[config.mk]
export PLATFORM = sky130hd
export DESIGN_NAME = hex_debug_display_flat
export DESIGN_NICKNAME = d
export VERILOG_FILES = /design/src/rtl/hex_debug_display_if.sv /design/src/rtl/hex_debug_display.sv /design/src/flat_wrapper.sv
export SDC_FILE = /design/constraint.sdc
export NUM_CORES = 1
export LEC_CHECK = 0
export CAP_MARGIN = 20
export CORE_MARGIN = 2
export CORE_UTILIZATION = 57
export DETAILED_ROUTE_END_ITERATION = 16
export PLACE_DENSITY = 0.81
export SYNTH_ARGS = -nofsm -noshare
export SYNTH_HDL_FRONTEND = slang
export SYNTH_SLANG_ARGS = --single-unit
export TNS_END_PERCENT = 1
[constraint.sdc]
create_clock -name clk -period 2.25 [get_ports clk]
set_clock_uncertainty 0.05 [all_clocks]
set_input_delay 0.3375 -clock clk [delete_from_list [all_inputs] [get_ports clk]]
set_output_delay 0.3375 -clock clk [all_outputs]
set_load 0.03 [all_outputs]
[src/rtl/hex_debug_display_if.sv]
// Board-pin and core-side signal bundle for the DE2 hex/key debug block.
// The master drives pins and the debug value. The slave returns debounced keys and segments.
interface hex_debug_display_if #(
   parameter int NUM_KEYS   = 4,
   parameter int NUM_DIGITS = 8,
   parameter int DATA_W     = 32
);
   logic [NUM_KEYS-1:0]     key_n;
   logic [DATA_W-1:0]       value_in;
   logic                    value_valid;
   logic                    blank_lz;
   logic [NUM_KEYS-1:0]     key_level;
   logic [NUM_KEYS-1:0]     key_press;
   logic                    frozen;
   logic [7*NUM_DIGITS-1:0] hex_out;

   modport master (
      output key_n, value_in, value_valid, blank_lz,
      input  key_level, key_press, frozen, hex_out
   );

   modport slave (
      input  key_n, value_in, value_valid, blank_lz,
      output key_level, key_press, frozen, hex_out
   );
endinterface

[src/rtl/hex_debug_display.sv]
// Debounces pushbuttons, captures a freezable debug value and drives seven-segment hex digits.
// Latency: key_level follows a clean pin edge after 2+DEBOUNCE_CYCLES edges; value_valid reaches hex_out after 2 edges.
// No backpressure: value_valid is sampled every cycle and is dropped while frozen.
module hex_debug_display #(
   parameter int NUM_KEYS        = 4,
   parameter int DEBOUNCE_CYCLES = 1000000,
   parameter int NUM_DIGITS      = 8,
   parameter int DATA_W          = 32
) (
   input  logic               clk,
   input  logic               rst,
   hex_debug_display_if.slave dbg
);
   localparam int                CNT_W    = $clog2(DEBOUNCE_CYCLES);
   localparam logic [CNT_W-1:0]  CNT_LAST = CNT_W'(DEBOUNCE_CYCLES - 1);

   logic [NUM_KEYS-1:0]     sync1, sync2;
   logic [NUM_KEYS-1:0]     sample;
   logic [CNT_W-1:0]        cnt [NUM_KEYS];
   logic [NUM_KEYS-1:0]     key_level_q, key_level_d, key_press_q;
   logic                    frozen_q;
   logic [DATA_W-1:0]       disp;
   logic [7*NUM_DIGITS-1:0] hex_q, hex_nxt;
   logic                    lz_run;

   function automatic logic [6:0] seg7(input logic [3:0] n);
      case (n)
         4'h0: seg7 = 7'b1000000;
         4'h1: seg7 = 7'b1111001;
         4'h2: seg7 = 7'b0100100;
         4'h3: seg7 = 7'b0110000;
         4'h4: seg7 = 7'b0011001;
         4'h5: seg7 = 7'b0010010;
         4'h6: seg7 = 7'b0000010;
         4'h7: seg7 = 7'b1111000;
         4'h8: seg7 = 7'b0000000;
         4'h9: seg7 = 7'b0010000;
         4'hA: seg7 = 7'b0001000;
         4'hB: seg7 = 7'b0000011;
         4'hC: seg7 = 7'b1000110;
         4'hD: seg7 = 7'b0100001;
         4'hE: seg7 = 7'b0000110;
         default: seg7 = 7'b0001110;
      endcase
   endfunction

   // Buttons are asynchronous to clk; two flops before anything looks at them.
   always_ff @(posedge clk or negedge rst) begin
      if (!rst) begin
         sync1 <= '1;
         sync2 <= '1;
      end else begin
         sync1 <= dbg.key_n;
         sync2 <= sync1;
      end
   end

   assign sample = ~sync2;

   always_ff @(posedge clk or negedge rst) begin
      if (!rst) begin
         for (int i = 0; i < NUM_KEYS; i++) cnt[i] <= '0;
         key_level_q <= '0;
      end else begin
         for (int i = 0; i < NUM_KEYS; i++) begin
            if (sample[i] == key_level_q[i]) begin
               cnt[i] <= '0;
            end else if (cnt[i] == CNT_LAST) begin
               key_level_q[i] <= sample[i];
               cnt[i]         <= '0;
            end else begin
               cnt[i] <= cnt[i] + 1'b1;
            end
         end
      end
   end

   // Capture uses frozen before this edge's toggle, so a freezing press still takes the value.
   always_ff @(posedge clk or negedge rst) begin
      if (!rst) begin
         key_level_d <= '0;
         key_press_q <= '0;
         frozen_q    <= 1'b0;
         disp        <= '0;
         hex_q       <= '1;
      end else begin
         key_level_d <= key_level_q;
         key_press_q <= key_level_q & ~key_level_d;
         frozen_q    <= frozen_q ^ key_press_q[0];
         if (dbg.value_valid && !frozen_q) disp <= dbg.value_in;
         hex_q <= hex_nxt;
      end
   end

   // Scan from the top digit; blanking stops at the first nonzero nibble or at digit 0.
   always_comb begin
      lz_run  = dbg.blank_lz;
      hex_nxt = '1;
      for (int d = NUM_DIGITS - 1; d >= 0; d--) begin
         if (disp[4*d +: 4] != 4'h0 || d == 0) lz_run = 1'b0;
         hex_nxt[7*d +: 7] = lz_run ? 7'h7F : seg7(disp[4*d +: 4]);
      end
   end

   assign dbg.key_level = key_level_q;
   assign dbg.key_press = key_press_q;
   assign dbg.frozen    = frozen_q;
   assign dbg.hex_out   = hex_q;
endmodule

[src/flat_wrapper.sv]
// flat-port wrapper written by rule: the top's interface ports become plain ports
module hex_debug_display_flat 
#(
   parameter int NUM_KEYS        = 4,
   parameter int DEBOUNCE_CYCLES = 1000000,
   parameter int NUM_DIGITS      = 8,
   parameter int DATA_W          = 32
)
  (clk, rst, dbg_key_n, dbg_value_in, dbg_value_valid, dbg_blank_lz, dbg_key_level, dbg_key_press, dbg_frozen, dbg_hex_out);
  hex_debug_display_if #(.NUM_KEYS(NUM_KEYS), .NUM_DIGITS(NUM_DIGITS), .DATA_W(DATA_W)) dbg_i ();
  input  logic clk;
  input  logic rst;
  input wire logic [$bits(dbg_i.key_n)-1:0] dbg_key_n;
  input wire logic [$bits(dbg_i.value_in)-1:0] dbg_value_in;
  input wire logic [$bits(dbg_i.value_valid)-1:0] dbg_value_valid;
  input wire logic [$bits(dbg_i.blank_lz)-1:0] dbg_blank_lz;
  output wire logic [$bits(dbg_i.key_level)-1:0] dbg_key_level;
  output wire logic [$bits(dbg_i.key_press)-1:0] dbg_key_press;
  output wire logic [$bits(dbg_i.frozen)-1:0] dbg_frozen;
  output wire logic [$bits(dbg_i.hex_out)-1:0] dbg_hex_out;
  assign dbg_i.key_n = dbg_key_n;
  assign dbg_i.value_in = dbg_value_in;
  assign dbg_i.value_valid = dbg_value_valid;
  assign dbg_i.blank_lz = dbg_blank_lz;
  assign dbg_key_level = dbg_i.key_level;
  assign dbg_key_press = dbg_i.key_press;
  assign dbg_frozen = dbg_i.frozen;
  assign dbg_hex_out = dbg_i.hex_out;
  hex_debug_display #(.NUM_KEYS(NUM_KEYS), .DEBOUNCE_CYCLES(DEBOUNCE_CYCLES), .NUM_DIGITS(NUM_DIGITS), .DATA_W(DATA_W)) u_core (.clk(clk), .rst(rst), .dbg(dbg_i));
endmodule
==> results.yml <==
floorplan:
  start_util_pct: 57.6
  io_pins: 105
  num_rows: 47
  coreArea_mm2: 0.0163
  die_w_um: 133
  chipHeight_um: 133
  dieArea_mm2: 0.0176
clocking:
  path_clk_slew_ns: 0.06
  cts_tree: "done"
  insertion_delay_ns: 0.43
  cts_resized: 0
  numClockSinks: 189
  htreeDepth: 4
  clockBufferDepth: 2
  hold_buffers: 1
  cts_root_buf: "clkbuf_16"
  cts_setup_buffers: 0
  cts_buffers: 17
timing:
  finalCritPeriodShare_pct: 93.1
  rsz0062_at_grt: "no"
  hold_viol: 0
  fmax_mhz: 478
  tightest_slew_ns: 0.542
  setup_viol: 0
  fin_tns_setup_ns: 0
  relSlewSlack_pct: 63.9
  hold_slack_ns: 0.262
  period_minus_slack_ns: 2.09
  fin_ws_ns: 0.156
  drv_slew: 0
min_path:
  hp-class: "in -> reg"
  hold-path-cell-count: 1
  hold_end: "u_core.sync1[0]"
  hold_start: "dbg_key_n[0]"
logic_synthesis:
  synth.area.top_cells: "dfrtp_1 (33%), dfstp_2 (18%), ha_1 (6.2%), nand2_1 (3.1%), o21ai_0 (3.0%)"
  synthMuxAreaShare_pct: 4.30
  yosys.area_share.simple_pct: 18.7
  synth_top_area_share_pct: 33.2
  synth_commonest_cells: "dfrtp_1 (125), nand2_1 (78), nor2_1 (70)"
  yosys.area.top_type: "dfrtp_1"
  synthArstFlopShare_pct: 100
  ys_seq_area_share_pct: 51.0
  ys_ff_latch: 189
  synth_compound_area_share_pct: 11.6
  synth.most_common_cell: "dfrtp_1"
  yosysWarnings: 0
  syn_inst: 923
  synth_top_family_by_area: "simple AND/OR/NAND/NOR gates"
  synth_area_per_cell_um2: 10.2
  synth_edf_count: 0
  synth_cell_type_count: 57
  synth_flop_cell: "dfrtp_1"
  synth-adder-area-share_pct: 6.24
  synth_xor_xnor_area_share_pct: 4.74
  syn_area_mm2: 0.00942
  synthesis.nets: 1010
critical_path:
  reg2regPathDepth: 7
  critPathKind: "reg -> reg"
  cp-start-kind: "register"
  worst_ep_required_time_ns: 2.57
  critPathCaptureType: "register"
  crit_arrival_ns: 2.41
  regToRegStartpoint: "u_core.disp[20]"
  r2r_end: "u_core.dbg.hex_out[26]"
  crit_start: "u_core.disp[20]"
  r2r_setup_slack_ns: 0.16
  path_max_fanout: 9
route:
  viasPerCell: 5.68
  wirelength_um: 19800
  drtAntennaViolNets: 0
  route.detailed.drc: 0
  vias: 7172
  drtPass1Iterations: 5
  wl_per_cell_um: 15.7
  drt_iter0_drc: 551
power:
  combPwrFrac_pct: 18.0
  seqPwrFrac_pct: 44.7
  p_per_area_mw_per_mm2: 764
  p_clk_share_pct: 37.2
  vdd_drop_max_mv: 0.656
  p_leak_nw: 4.77
  intPower_mw: 6.48
  p_total_mw: 8.79
  netSwitchingFraction_pct: 26.3
  p_switching_mw: 2.31
global_route:
  grt_use_total_pct: 23.4
  grt_pass1_wl_um: 33400
  antenna_found_initial: 1
  grt_pass1_vias: 6934
  grt_max_degree: 63
  grt_overflow_total: 0
finish:
  fin_util_pct: 70.4
  diodes: 0
  area_growth_pct: 22.1
  final_nets: 1117
  nFillCells: 1220
  seqCellArea_mm2: 0.00481
  drive_gt1_share_pct: 14.7
  fin_area_mm2: 0.0115
  final_cells: 1263
  multiInputGateArea_mm2: 0.00431
status:
  status: "completed"
placement:
  dp_slack_ns: 0.198
  placed_area_mm2: 0.0108
  dp_hpwl_um: 13500
  numPortBuffers: 104
  gp_congestion: 0.864
  dp.cells: 1230
run:
  cap_violations: 0
## cells in the final DEF, fill, tap and decap left out, types with 21 or more instances in the layout
| master | instances |
|---|---|
| nand2_1 | 78 |
| xor2_1 | 21 |
| dfrtp_1 | 125 |
| a21oi_1 | 40 |
| nor2_1 | 70 |
| inv_1 | 41 |
| o211ai_1 | 25 |
| clkdlybuf4s50_1 | 103 |
| ha_1 | 47 |
| nand3_1 | 49 |
| buf_4 | 21 |
| dfstp_2 | 64 |
| xnor2_1 | 30 |
| o21ai_0 | 56 |
## sequential cells by signal, indices dropped and copies added, names as in the netlist
register and count:
u_core.cnt 80, u_core.dbg.frozen 1, u_core.dbg.hex_out 56, u_core.dbg.key_level 4
u_core.dbg.key_press 4, u_core.disp 32, u_core.key_level_d 4, u_core.sync1 4
u_core.sync2 4
## area by class of cell
| class | instances | area share, % |
|---|---|---|
| Inverter | 41 | 1.34 |
| Clock inverter | 9 | 1.35 |
| Multi-Input combinational cell | 651 | 37.5 |
| Tap cell | 220 | 2.39 |
| Clock buffer | 23 | 4.42 |
| Timing Repair Buffer | 130 | 11.2 |
| Sequential cell | 189 | 41.8 |
## worst max-delay path, stage by stage (launching register included)
cell and delay (ns):
dfrtp_1 0.42, inv_1 0.17, ha_1 0.22, nor3b_1 0.35, buf_4 0.19, nand4_1 0.33, nand2_1 0.18, a21o_1 0.12
## cells by family (layout without fill, tap and decap cells)
logic type | after synthesis | count (layout)
XOR/XNOR | 51 | 51
adder cells (fa/ha/maj) | 47 | 47
buffers and inverters | 83 | 203
multiplexers | 37 | 37
flip-flops | 189 | 189
AO/OA/AOI/OAI | 175 | 175
AND/OR/NAND/NOR | 341 | 341
## power by group through the flow
stage	Clock, mW	Sequential [mW]	Combinational, mW
final	3.27	3.93	1.59
after global routing	3.49	3.96	1.72
after CTS	3.34	3.94	1.60
after detailed placement	0	3.99	1.58
after global placement	0	3.98	1.56
after floorplan	0	4.29	0.607
## metal layers
| layer | share of wire [%] | GRT usage, % | vias up |
|---|---|---|---|
| met2 | 49 | 38.2 | 178 |
| met3 | 5.7 | 6.55 | 20 |
| met4 | 1.3 | 6.87 | 2 |
| li1 | - | - | 3477 |
| met5 | 0.066 | 0 | - |
| met1 | 44 | 30.8 | 3495 |
## worst max-delay path by stage
stage	depth (start not counted)	end
floorplan	5	u_core.cnt[58]
global placement	7	u_core.dbg.hex_out[26]
detailed placement	7	u_core.dbg.hex_out[26]
CTS	7	u_core.dbg.hex_out[26]
global route	7	u_core.dbg.hex_out[26]
finish	7	u_core.dbg.hex_out[26]
No activity file was read; power rests on OpenSTA's default activity.
